**config.mk**
```make
export PLATFORM = sky130hd
export DESIGN_NAME = axi4_arbiter_2to1
export DESIGN_NICKNAME = d
export VERILOG_FILES = /design/src/rtl/axi4_arbiter_2to1.sv
export SDC_FILE = /design/constraint.sdc
export NUM_CORES = 1
export LEC_CHECK = 0
export BUFFER_PORTS_ARGS = -buffer_cell sky130_fd_sc_hd__buf_2
export CAP_MARGIN = 20
export CORE_AREA = 3 3 299 301
export CTS_CLUSTER_DIAMETER = 40
export DETAILED_ROUTE_END_ITERATION = 10
export DIE_AREA = 0 0 302 304
export MAX_ROUTING_LAYER = met4
export PLACE_DENSITY_LB_ADDON = 0.1
export SLEW_MARGIN = 40
export SYNTH_ARGS = -nofsm -noshare
export SYNTH_HDL_FRONTEND = slang
export SYNTH_SLANG_ARGS = --single-unit
```
**constraint.sdc**
```tcl
create_clock -name clock -period 2.9 [get_ports clock]
set_input_delay 0 -clock clock [delete_from_list [all_inputs] [get_ports clock]]
set_output_delay 0 -clock clock [all_outputs]
set_load 0.03 [all_outputs]
```
**src/rtl/axi4_arbiter_2to1.sv**
```systemverilog
// axi4_arbiter_2to1
// Shares one AXI4 slave port between two AXI4 masters (m0 = IFU, m1 = LSU).
// The read (AR/R) and write (AW/W/B) paths are arbitrated independently. Each
// path carries one transaction at a time. The grant is registered in IDLE and
// stays locked until the final R beat or the B handshake, so bursts never
// interleave.
//
// Ports
//   clock, reset_n   : clock (rising edge) and asynchronous active-low reset
//   mX_ar* / mX_r*   : read address / read data channels of master X (X = 0, 1)
//   mX_aw* / mX_w*   : write address / write data channels of master X
//   mX_b*            : write response channel of master X
//   s_ar*/s_aw*/s_w* : muxed request channels towards the slave
//   s_r* / s_b*      : response channels from the slave
//
// Configuration
//   AXI4_ARB_RR_EN defined   : round-robin, on contention the master that did
//                              not finish last wins
//   AXI4_ARB_RR_EN undefined : fixed priority, m0 wins over m1
module axi4_arbiter_2to1 #(
    parameter int unsigned ID_W   = 4,
    parameter int unsigned ADDR_W = 32,
    parameter int unsigned DATA_W = 64
) (
    input  logic                clock,
    input  logic                reset_n,
    // master 0
    input  logic                m0_arvalid,
    output logic                m0_arready,
    input  logic [ID_W-1:0]     m0_arid,
    input  logic [ADDR_W-1:0]   m0_araddr,
    input  logic [7:0]          m0_arlen,
    input  logic [2:0]          m0_arsize,
    input  logic [1:0]          m0_arburst,
    output logic                m0_rvalid,
    input  logic                m0_rready,
    output logic [ID_W-1:0]     m0_rid,
    output logic [DATA_W-1:0]   m0_rdata,
    output logic [1:0]          m0_rresp,
    output logic                m0_rlast,
    input  logic                m0_awvalid,
    output logic                m0_awready,
    input  logic [ID_W-1:0]     m0_awid,
    input  logic [ADDR_W-1:0]   m0_awaddr,
    input  logic [7:0]          m0_awlen,
    input  logic [2:0]          m0_awsize,
    input  logic [1:0]          m0_awburst,
    input  logic                m0_wvalid,
    output logic                m0_wready,
    input  logic [DATA_W-1:0]   m0_wdata,
    input  logic [DATA_W/8-1:0] m0_wstrb,
    input  logic                m0_wlast,
    output logic                m0_bvalid,
    input  logic                m0_bready,
    output logic [ID_W-1:0]     m0_bid,
    output logic [1:0]          m0_bresp,
    // master 1
    input  logic                m1_arvalid,
    output logic                m1_arready,
    input  logic [ID_W-1:0]     m1_arid,
    input  logic [ADDR_W-1:0]   m1_araddr,
    input  logic [7:0]          m1_arlen,
    input  logic [2:0]          m1_arsize,
    input  logic [1:0]          m1_arburst,
    output logic                m1_rvalid,
    input  logic                m1_rready,
    output logic [ID_W-1:0]     m1_rid,
    output logic [DATA_W-1:0]   m1_rdata,
    output logic [1:0]          m1_rresp,
    output logic                m1_rlast,
    input  logic                m1_awvalid,
    output logic                m1_awready,
    input  logic [ID_W-1:0]     m1_awid,
    input  logic [ADDR_W-1:0]   m1_awaddr,
    input  logic [7:0]          m1_awlen,
    input  logic [2:0]          m1_awsize,
    input  logic [1:0]          m1_awburst,
    input  logic                m1_wvalid,
    output logic                m1_wready,
    input  logic [DATA_W-1:0]   m1_wdata,
    input  logic [DATA_W/8-1:0] m1_wstrb,
    input  logic                m1_wlast,
    output logic                m1_bvalid,
    input  logic                m1_bready,
    output logic [ID_W-1:0]     m1_bid,
    output logic [1:0]          m1_bresp,
    // slave
    output logic                s_arvalid,
    input  logic                s_arready,
    output logic [ID_W-1:0]     s_arid,
    output logic [ADDR_W-1:0]   s_araddr,
    output logic [7:0]          s_arlen,
    output logic [2:0]          s_arsize,
    output logic [1:0]          s_arburst,
    input  logic                s_rvalid,
    output logic                s_rready,
    input  logic [ID_W-1:0]     s_rid,
    input  logic [DATA_W-1:0]   s_rdata,
    input  logic [1:0]          s_rresp,
    input  logic                s_rlast,
    output logic                s_awvalid,
    input  logic                s_awready,
    output logic [ID_W-1:0]     s_awid,
    output logic [ADDR_W-1:0]   s_awaddr,
    output logic [7:0]          s_awlen,
    output logic [2:0]          s_awsize,
    output logic [1:0]          s_awburst,
    output logic                s_wvalid,
    input  logic                s_wready,
    output logic [DATA_W-1:0]   s_wdata,
    output logic [DATA_W/8-1:0] s_wstrb,
    output logic                s_wlast,
    input  logic                s_bvalid,
    output logic                s_bready,
    input  logic [ID_W-1:0]     s_bid,
    input  logic [1:0]          s_bresp
);

    typedef enum logic [1:0] {RdIdle, RdAddr, RdData} rd_state_e;
    typedef enum logic [1:0] {WrIdle, WrAddr, WrData, WrResp} wr_state_e;

    rd_state_e rd_state_q, rd_state_d;
    wr_state_e wr_state_q, wr_state_d;
    // Grant / last-served encoding: 0 = m0, 1 = m1.
    logic      rd_gnt_q, rd_gnt_d, rd_last_q, rd_last_d;
    logic      wr_gnt_q, wr_gnt_d, wr_last_q, wr_last_d;
    logic      rd_pick, wr_pick;

    // A lone requester always wins; only contention consults the policy.
    always_comb begin
        rd_pick = m1_arvalid & ~m0_arvalid;
        wr_pick = m1_awvalid & ~m0_awvalid;
`ifdef AXI4_ARB_RR_EN
        if (m0_arvalid && m1_arvalid) rd_pick = ~rd_last_q;
        if (m0_awvalid && m1_awvalid) wr_pick = ~wr_last_q;
`endif
    end

`ifndef AXI4_ARB_RR_EN
    // Last-served history is kept up to date but not consulted by fixed priority.
    logic unused_last;
    assign unused_last = rd_last_q ^ wr_last_q;
`endif

    always_ff @(posedge clock or negedge reset_n) begin
        if (!reset_n) begin
            rd_state_q <= RdIdle;
            wr_state_q <= WrIdle;
            rd_gnt_q   <= 1'b0;
            wr_gnt_q   <= 1'b0;
            rd_last_q  <= 1'b1;
            wr_last_q  <= 1'b1;
        end else begin
            rd_state_q <= rd_state_d;
            wr_state_q <= wr_state_d;
            rd_gnt_q   <= rd_gnt_d;
            wr_gnt_q   <= wr_gnt_d;
            rd_last_q  <= rd_last_d;
            wr_last_q  <= wr_last_d;
        end
    end

    // Read path next state
    always_comb begin
        rd_state_d = rd_state_q;
        rd_gnt_d   = rd_gnt_q;
        rd_last_d  = rd_last_q;
        unique case (rd_state_q)
            RdIdle: if (m0_arvalid || m1_arvalid) begin
                rd_gnt_d   = rd_pick;
                rd_state_d = RdAddr;
            end
            RdAddr: if (s_arvalid && s_arready) rd_state_d = RdData;
            RdData: if (s_rvalid && s_rready && s_rlast) begin
                rd_state_d = RdIdle;
                rd_last_d  = rd_gnt_q;
            end
            default: rd_state_d = RdIdle;
        endcase
    end

    // Read path routing; everything stays 0 outside the owning state.
    always_comb begin
        s_arvalid  = 1'b0;
        s_arid     = '0;
        s_araddr   = '0;
        s_arlen    = '0;
        s_arsize   = '0;
        s_arburst  = '0;
        s_rready   = 1'b0;
        m0_arready = 1'b0;
        m1_arready = 1'b0;
        m0_rvalid  = 1'b0;
        m0_rid     = '0;
        m0_rdata   = '0;
        m0_rresp   = '0;
        m0_rlast   = 1'b0;
        m1_rvalid  = 1'b0;
        m1_rid     = '0;
        m1_rdata   = '0;
        m1_rresp   = '0;
        m1_rlast   = 1'b0;
        unique case (rd_state_q)
            RdAddr: begin
                s_arvalid  = rd_gnt_q ? m1_arvalid : m0_arvalid;
                s_arid     = rd_gnt_q ? m1_arid    : m0_arid;
                s_araddr   = rd_gnt_q ? m1_araddr  : m0_araddr;
                s_arlen    = rd_gnt_q ? m1_arlen   : m0_arlen;
                s_arsize   = rd_gnt_q ? m1_arsize  : m0_arsize;
                s_arburst  = rd_gnt_q ? m1_arburst : m0_arburst;
                m0_arready = ~rd_gnt_q & s_arready;
                m1_arready = rd_gnt_q & s_arready;
            end
            RdData: begin
                s_rready = rd_gnt_q ? m1_rready : m0_rready;
                if (rd_gnt_q) begin
                    m1_rvalid = s_rvalid;
                    m1_rid    = s_rid;
                    m1_rdata  = s_rdata;
                    m1_rresp  = s_rresp;
                    m1_rlast  = s_rlast;
                end else begin
                    m0_rvalid = s_rvalid;
                    m0_rid    = s_rid;
                    m0_rdata  = s_rdata;
                    m0_rresp  = s_rresp;
                    m0_rlast  = s_rlast;
                end
            end
            default: ;
        endcase
    end

    // Write path next state
    always_comb begin
        wr_state_d = wr_state_q;
        wr_gnt_d   = wr_gnt_q;
        wr_last_d  = wr_last_q;
        unique case (wr_state_q)
            WrIdle: if (m0_awvalid || m1_awvalid) begin
                wr_gnt_d   = wr_pick;
                wr_state_d = WrAddr;
            end
            WrAddr: if (s_awvalid && s_awready) wr_state_d = WrData;
            WrData: if (s_wvalid && s_wready && s_wlast) wr_state_d = WrResp;
            WrResp: if (s_bvalid && s_bready) begin
                wr_state_d = WrIdle;
                wr_last_d  = wr_gnt_q;
            end
            default: wr_state_d = WrIdle;
        endcase
    end

    // Write path routing; W is refused until the address has been accepted.
    always_comb begin
        s_awvalid  = 1'b0;
        s_awid     = '0;
        s_awaddr   = '0;
        s_awlen    = '0;
        s_awsize   = '0;
        s_awburst  = '0;
        s_wvalid   = 1'b0;
        s_wdata    = '0;
        s_wstrb    = '0;
        s_wlast    = 1'b0;
        s_bready   = 1'b0;
        m0_awready = 1'b0;
        m1_awready = 1'b0;
        m0_wready  = 1'b0;
        m1_wready  = 1'b0;
        m0_bvalid  = 1'b0;
        m0_bid     = '0;
        m0_bresp   = '0;
        m1_bvalid  = 1'b0;
        m1_bid     = '0;
        m1_bresp   = '0;
        unique case (wr_state_q)
            WrAddr: begin
                s_awvalid  = wr_gnt_q ? m1_awvalid : m0_awvalid;
                s_awid     = wr_gnt_q ? m1_awid    : m0_awid;
                s_awaddr   = wr_gnt_q ? m1_awaddr  : m0_awaddr;
                s_awlen    = wr_gnt_q ? m1_awlen   : m0_awlen;
                s_awsize   = wr_gnt_q ? m1_awsize  : m0_awsize;
                s_awburst  = wr_gnt_q ? m1_awburst : m0_awburst;
                m0_awready = ~wr_gnt_q & s_awready;
                m1_awready = wr_gnt_q & s_awready;
            end
            WrData: begin
                s_wvalid  = wr_gnt_q ? m1_wvalid : m0_wvalid;
                s_wdata   = wr_gnt_q ? m1_wdata  : m0_wdata;
                s_wstrb   = wr_gnt_q ? m1_wstrb  : m0_wstrb;
                s_wlast   = wr_gnt_q ? m1_wlast  : m0_wlast;
                m0_wready = ~wr_gnt_q & s_wready;
                m1_wready = wr_gnt_q & s_wready;
            end
            WrResp: begin
                s_bready = wr_gnt_q ? m1_bready : m0_bready;
                if (wr_gnt_q) begin
                    m1_bvalid = s_bvalid;
                    m1_bid    = s_bid;
                    m1_bresp  = s_bresp;
                end else begin
                    m0_bvalid = s_bvalid;
                    m0_bid    = s_bid;
                    m0_bresp  = s_bresp;
                end
            end
            default: ;
        endcase
    end

endmodule
```
# After elaboration in Yosys (flattened, before gate mapping)
# Index checks and enable logic that the tools add are counted.
[word_totals]
register_bits = 6
output_inout_bits = 340
elab_cells = 126
[op_classes]
eq_ne = 12
mux = 83
bitwise_logic = 12
n_reduce_logical = 15
[ops]
columns = ["cell", "n"]
rows = [
  ["two-way mux 64 bit", 6],
  ["two-way mux 32 bit", 4],
  ["two-way mux 4 bit", 12],
  ["two-way mux 8 bit", 6],
  ["two-way mux 2 bit", 19],
  ["two-way mux 1 bit", 30],
  ["!= test 2 bit (second input constant)", 7],
  ["two-way mux 3 bit", 4],
  ["bitwise AND 1 bit", 8],
  ["one-hot mux 2 bit (4 select lines)", 1],
  ["logical AND 1 bit", 7],
  ["== test 2 bit (second input constant)", 3],
  ["one-hot mux 2 bit (3 select lines)", 1],
  ["== test 2 x 1 -> 1 bit (second input constant)", 2],
  ["zero test 2 bit", 2],
  ["NOT 1 bit", 4],
  ["AND reduction 2 bit", 2],
  ["AND reduction 4 bit", 1],
  ["AND reduction 3 bit", 1],
  ["logical OR 1 bit", 2],
]

# Depth between registers and ports, before layout
# Gate-level depths: netlist of run 1.
[logic_depth]
depth_word = 6
mapped_depth = 6
ltp_nobuf = 5

# Worst setup path after synthesis of run 1
# Ideal clock, no wire load.
[synth_path]
kind = "register to output"
start = "register wr_state_q[0]"
end = "output port s_wdata[24]"
t_arrival_ns = 1.669
t_required_ns = 2.900
slack_ns = 1.231
stages_incl_launch_ff = 6
path_buffers = 2
cell_sequence = "dfrtp_1 -> inv_1 -> ha_1 -> clkbuf_1 -> clkbuf_1 -> nor2b_1"
[synth_between]
elab_chain_len = 2
[synth_lines]
columns = ["element", "line", "text"]
rows = [
  ["start, declared", "123", "wr_state_e wr_state_q, wr_state_d;"],
  ["start signal, assigned", "148", "wr_state_q <= WrIdle;"],
  ["start signal, assigned", "155", "wr_state_q <= wr_state_d;"],
  ["== test 2 bit", "277", "unique case (wr_state_q)"],
  ["two-way mux 64 bit", "277", ""],
  ["end, declared", "110", "output logic [DATA_W-1:0] s_wdata,"],
]
# No other way between the ends.

# Final worst setup path of run 1
[layout_path]
start = "register rd_gnt_q"
end = "output port m1_rdata[11]"
[layout_between]
elab_chain_len = 2
[layout_lines]
columns = ["element", "line", "text"]
rows = [
  ["start, declared", "125", "logic rd_gnt_q, rd_gnt_d, rd_last_q, rd_last_d;"],
  ["start signal, assigned", "156", "rd_gnt_q <= rd_gnt_d;"],
  ["two-way mux 64 bit", "216", "if (rd_gnt_q) begin"],
  ["two-way mux 64 bit", "203", "unique case (rd_state_q)"],
  ["end, declared", "68", "output logic [DATA_W-1:0] m1_rdata,"],
]
# No other way between the ends.

==> out/results.ini, run 1 <==
[power]
power.leakage_nw=5.71
power.density_nw_per_um2=809
vdd_drop_max_mv=0.321

[sta]
setup_ws_ps=727
worst_pin_slew_ps=630
slew_headroom=0.580
grt_setup_unrepaired=no
final.min_clock_period_ps=2170
finalCritPeriodShare=0.749
hold_violations=0
setup_viol=0
timing.setup.tns_ps=0
fmax_mhz=460
skew_ps=0.323
slew_violations=0

[placed_design]
place_ws_ps=919
dpl.hpwl_um=33500
io_buffer_count=775
gp_congestion=0.781

[setup_path]
worstSetupPathType=register to output port
crit_start=rd_gnt_q$_DFFE_PN0P_
worstPathRequired_ps=2900
cp-start-kind=register
worstReg2RegStart=wr_gnt_q$_DFFE_PN0P_
cp_max_fo=72
arrival_ps=2170
end_kind=output port

[die]
rows=108
fp.dieW_um=302
start_util=0.0507
die_h_um=304
io_pins=776
core-area_um2=86900
design.die.area_um2=91800

[synth]
synthDominantCellAreaShare=0.402
synth_edf_count=0
ys_types=24
synthFlopType=dfrtp_1
async_reset_ff_frac=1.00
synth_top_area_cell=mux2i_1
synth_area_um2=4410
netlist_instances=618
ys_seq_elements=6
synth-seq-area-share=0.0341
synth.area.top_cells=mux2i_1 40%, and2_1 21%, nor2b_1 18%
syn_nets=1059
ys_warn_count=0
synthTopCellsByCount=177 x mux2i_1, 150 x and2_1, 126 x nor2b_1, 59 x nor2_1, 34 x clkbuf_1
avgSynthCellArea_um2=7.13
synthMostInstantiatedCell=mux2i_1

[routing]
wl_um=37600
ant_nets=0
viasPerCell=2.83
drtPass1Iterations=4
dr_total_vias=7126
first_iter_violations=204
route.detailed.drc=0
detail_route.wl_per_cell_um=14.9

[global_route]
grt_pass1_vias=7490
grt_max_degree=73
grt-ovfl-total=0
grtUsageTotal=0.0770
antenna_found_initial=10
grt_pass1_wl_um=50400

[cts]
ctsLongestPathBuffers=2
clock_latency_ps=250
cts_made_buffers=3
cts_root_buf=clkbuf_16
hold_buffers=3
cts_htree_levels=1
clkTransAtPathRegs_ps=40
cts_tree=built
cts_resized=0
clock_sinks=6
postCtsSetupBuffers=0

[run]
drv_cap=0

[outcome]
status=finished, final reports clean

[final_layout]
synthToLayoutAreaGrowth_pct=122
drive_gt1_frac=0.591
fillCellCount=10300
fin_util=0.113
layout.nets=1801

[worst_hold_path]
hp-start=m1_arvalid
worstHoldPathType=primary input to register

[sequential cells by signal, summed over array words and instances, names as in the netlist]
signal      flops
rd_state_q      2
wr_state_q      2
rd_gnt_q        1
wr_gnt_q        1
[logic make-up after synthesis]
kind of cell	Yosys count	synth area share
mux	178	0.405
buf+inv	63	0.0602
fa+ha+maj	5	0.0142
simple gates	355	0.468
flops	6	0.0341
compound gates	11	0.0182
[area by class of cell]
type,count,area (um2),share of cell area
multi-input combinational,549,4010,0.410
inverter,6,22.5,0.00230
clock buffer,3,75.1,0.00767
sequential,6,155,0.0158
antenna,1,2.50,0.000256
tap,1155,1450,0.148
timing repair buffer,794,4080,0.417
[worst max-delay path: stages (launching register included)]
cell     delay (ps)
dfrtp_2         630
inv_1           170
nor2_4          120
buf_4           460
and2_1          220
buf_2           210
[stage by stage]
| stage | std cells | cell area, um2 | hold slack [ps] | total power, mW |
|---|---|---|---|---|
| after floorplan | 618 | 4410 | -296 | 5.45 |
| after detailed placement | 2507 | 9680 | -73.4 | 7.87 |
| final | 2514 | 9790 | 72.7 | 7.93 |
| after global routing | 2514 | 9790 | 72.8 | 8.50 |
| after global placement | 2507 | 9680 | -71.0 | 7.92 |
| after CTS | 2513 | 9790 | 53.3 | 8.16 |
[where the power goes]
part / switching (mW) / internal [mW] / total (mW)
Sequential: 0.202 / 0.133 / 0.335
Combinational: 4.82 / 2.52 / 7.33
Clock: 0.0764 / 0.180 / 0.256
Total: 5.10 / 2.83 / 7.93
[worst paths after layout]
| kind | endpoint | slack, ps | depth (start not counted) |
|---|---|---|---|
| max in group asynchronous | wr_gnt_q$_DFFE_PN0P_ | 2460 | 2 |
| worst max register to register | wr_state_q[1]$_DFFE_PN0P_ | 970 | 4 |
| worst max-delay path | m1_rdata[11] | 730 | 5 |
| worst min register to register | rd_state_q[0]$_DFFE_PN0P_ | 510 | 1 |
| min in group asynchronous | rd_gnt_q$_DFFE_PN0P_ | 190 | 2 |
| worst min-delay path | rd_gnt_q$_DFFE_PN0P_ | 70 | 3 |
[layer usage]
layer,global-route usage,wire length (um),up-vias
li1,-,-,3496
met1,0.0714,12800,3171
met2,0.162,21600,436
met5,-,0,-
met3,0.0168,2920,23
met4,0.00699,269,0
[cell usage in the layout (no fill, tap or decap), drive strengths merged, types with 2 or more instances in the layout]
cell         netlist  final
a21oi              4      4
and2             150    150
and3              10     10
buf               23    791
clkbuf            34      3
dfrtp              6      6
dlygate4sd3        0      3
ha                 5      5
inv                6      6
mux2i            177    177
nand2              5      5
nand2b             2      2
nor2              61     61
nor2b            126    126
o21ai              2      2
Power figures use the tool's default switching activity.
==> run 2, diff against run 1 <==
Settings changed: CORE_AREA 3 3 299 301 to 3 3 300 302, DIE_AREA 0 0 302 304 to 0 0 303 305.
Clock period 2.9 ns to 2.1 ns, I/O delays scaled along.
==> out/results.ini, run 2 (synthesis results as in run 1) <==
[power]
power.leakage_nw=5.71
power.density_nw_per_um2=1110
power.internal_mw=3.95
switching_power_mw=6.98
clockPowerShare=0.032
vdd_drop_max_mv=0.499
netSwitchingFraction=0.638
pwr-share-comb=0.940
p_seq_frac=0.029
finalPower_mw=10.9

[sta]
fmax_mhz=525
timing.setup.tns_ps=0
setup_viol=0
finalCritPeriodShare=0.908
hold_violations=0
final.min_clock_period_ps=1910
slew_violations=0
slew_headroom=0.612
grt_setup_unrepaired=no
worst_pin_slew_ps=582
skew_ps=0.209

[setup_path]
cp_max_fo=60
cp-start-kind=register
worstSetupPathType=register to output port
end_kind=output port
worstPathRequired_ps=2100
arrival_ps=1910
reg2reg_depth=4

[placed_design]
io_buffer_count=775
gp_congestion=0.762
dpl.hpwl_um=36000

[final_layout]
layout_commonest_cell=buf_2
drive_gt1_frac=0.592
final_cell_mix=775 x buf_2, 177 x mux2i_1, 150 x and2_1
fillCellCount=10400
largestRegisters=rd_state_q (2), wr_state_q (2)
diodes=0
seq_area_um2=155
multi_input_area_um2=4010
synthToLayoutAreaGrowth_pct=123
layout.nets=1800

[run]
drv_cap=0

[worst_hold_path]
worstHoldPathType=primary input to register
worstHoldPathCells=2

[cts]
cts_htree_levels=1
cts_root_buf=clkbuf_16
cts_resized=0
clkTransAtPathRegs_ps=40
clock_latency_ps=240
hold_buffers=2
postCtsSetupBuffers=0
cts_tree=built
cts_made_buffers=3
clock_sinks=6
ctsLongestPathBuffers=2

[routing]
detail_route.wl_per_cell_um=15.9
dr_total_vias=7174
route.detailed.drc=0
first_iter_violations=212
viasPerCell=2.84
wl_um=40100
ant_nets=0
drtPass1Iterations=4

[die]
start_util=0.0501
fp.dieW_um=303
die_h_um=305
io_pins=776
design.die.area_um2=92400
rows=109
core-area_um2=88000

[global_route]
grt_max_degree=73
grt_pass1_vias=7482
grtUsageTotal=0.0818
grt-ovfl-total=0
antenna_found_initial=26
grt_pass1_wl_um=53300

[outcome]
status=finished, final reports clean

[run 2: power groups by stage]
stage          logic (mW)  clock network (mW)  registers [mW]
4_1_cts              10.5               0.361           0.312
3_3_place_gp         10.6                   0           0.315
5_1_grt              11.0               0.373           0.325
3_5_place_dp         10.5                   0           0.314
6_report             10.3               0.345           0.312
2_1_floorplan        7.31                   0           0.215
[run 2: final timing paths]
check | start | end | slack, ps
worst max-delay path | rd_state_q[0]$_DFFE_PN0P_ | m0_rdata[38] | 190
worst min-delay path | m0_awvalid | wr_gnt_q$_DFFE_PN0P_ | 0.08
worst max register to register | wr_gnt_q$_DFFE_PN0P_ | wr_state_q[1]$_DFFE_PN0P_ | 470
worst min register to register | rd_state_q[1]$_DFFE_PN0P_ | rd_state_q[0]$_DFFE_PN0P_ | 500
max in group asynchronous | reset_n | wr_gnt_q$_DFFE_PN0P_ | 1700
min in group asynchronous | reset_n | rd_state_q[1]$_DFFE_PN0P_ | 170
[run 2: layout make-up]
class / instances / share of cell area
timing repair buffer: 793 / 0.417
multi-input combinational: 549 / 0.408
tap: 1165 / 0.149
sequential: 6 / 0.0158
clock buffer: 3 / 0.00765
inverter: 6 / 0.00230
[run 2: per-stage QoR]
stage          std cells  worst slack (ps)  hold WS, ps  utilization  area (um2)
3_5_place_dp        2517               451        -96.7        0.110        9720
6_report            2522               194       0.0779        0.112        9810
2_1_floorplan        618               431         -296            -        4410
3_3_place_gp        2517               469        -96.8        0.110        9720
5_1_grt             2522              37.8         16.7        0.112        9810
4_1_cts             2522               179         5.00        0.112        9810
[run 2: critical path: stages, from the launching register on]
cell and delay, ps:
dfrtp_1 430, nand2b_1 280, nor2_4 290, buf_12 250, and2_1 170, buf_2 200
[run 2: layer usage]
layer / track usage / wire length, um / vias to the layer above
met5: - / 0 / -
met1: 0.0820 / 14200 / 3162
met4: 0.00292 / 419 / 0
met2: 0.167 / 22300 / 468
met3: 0.0174 / 3100 / 58
li1: - / - / 3486
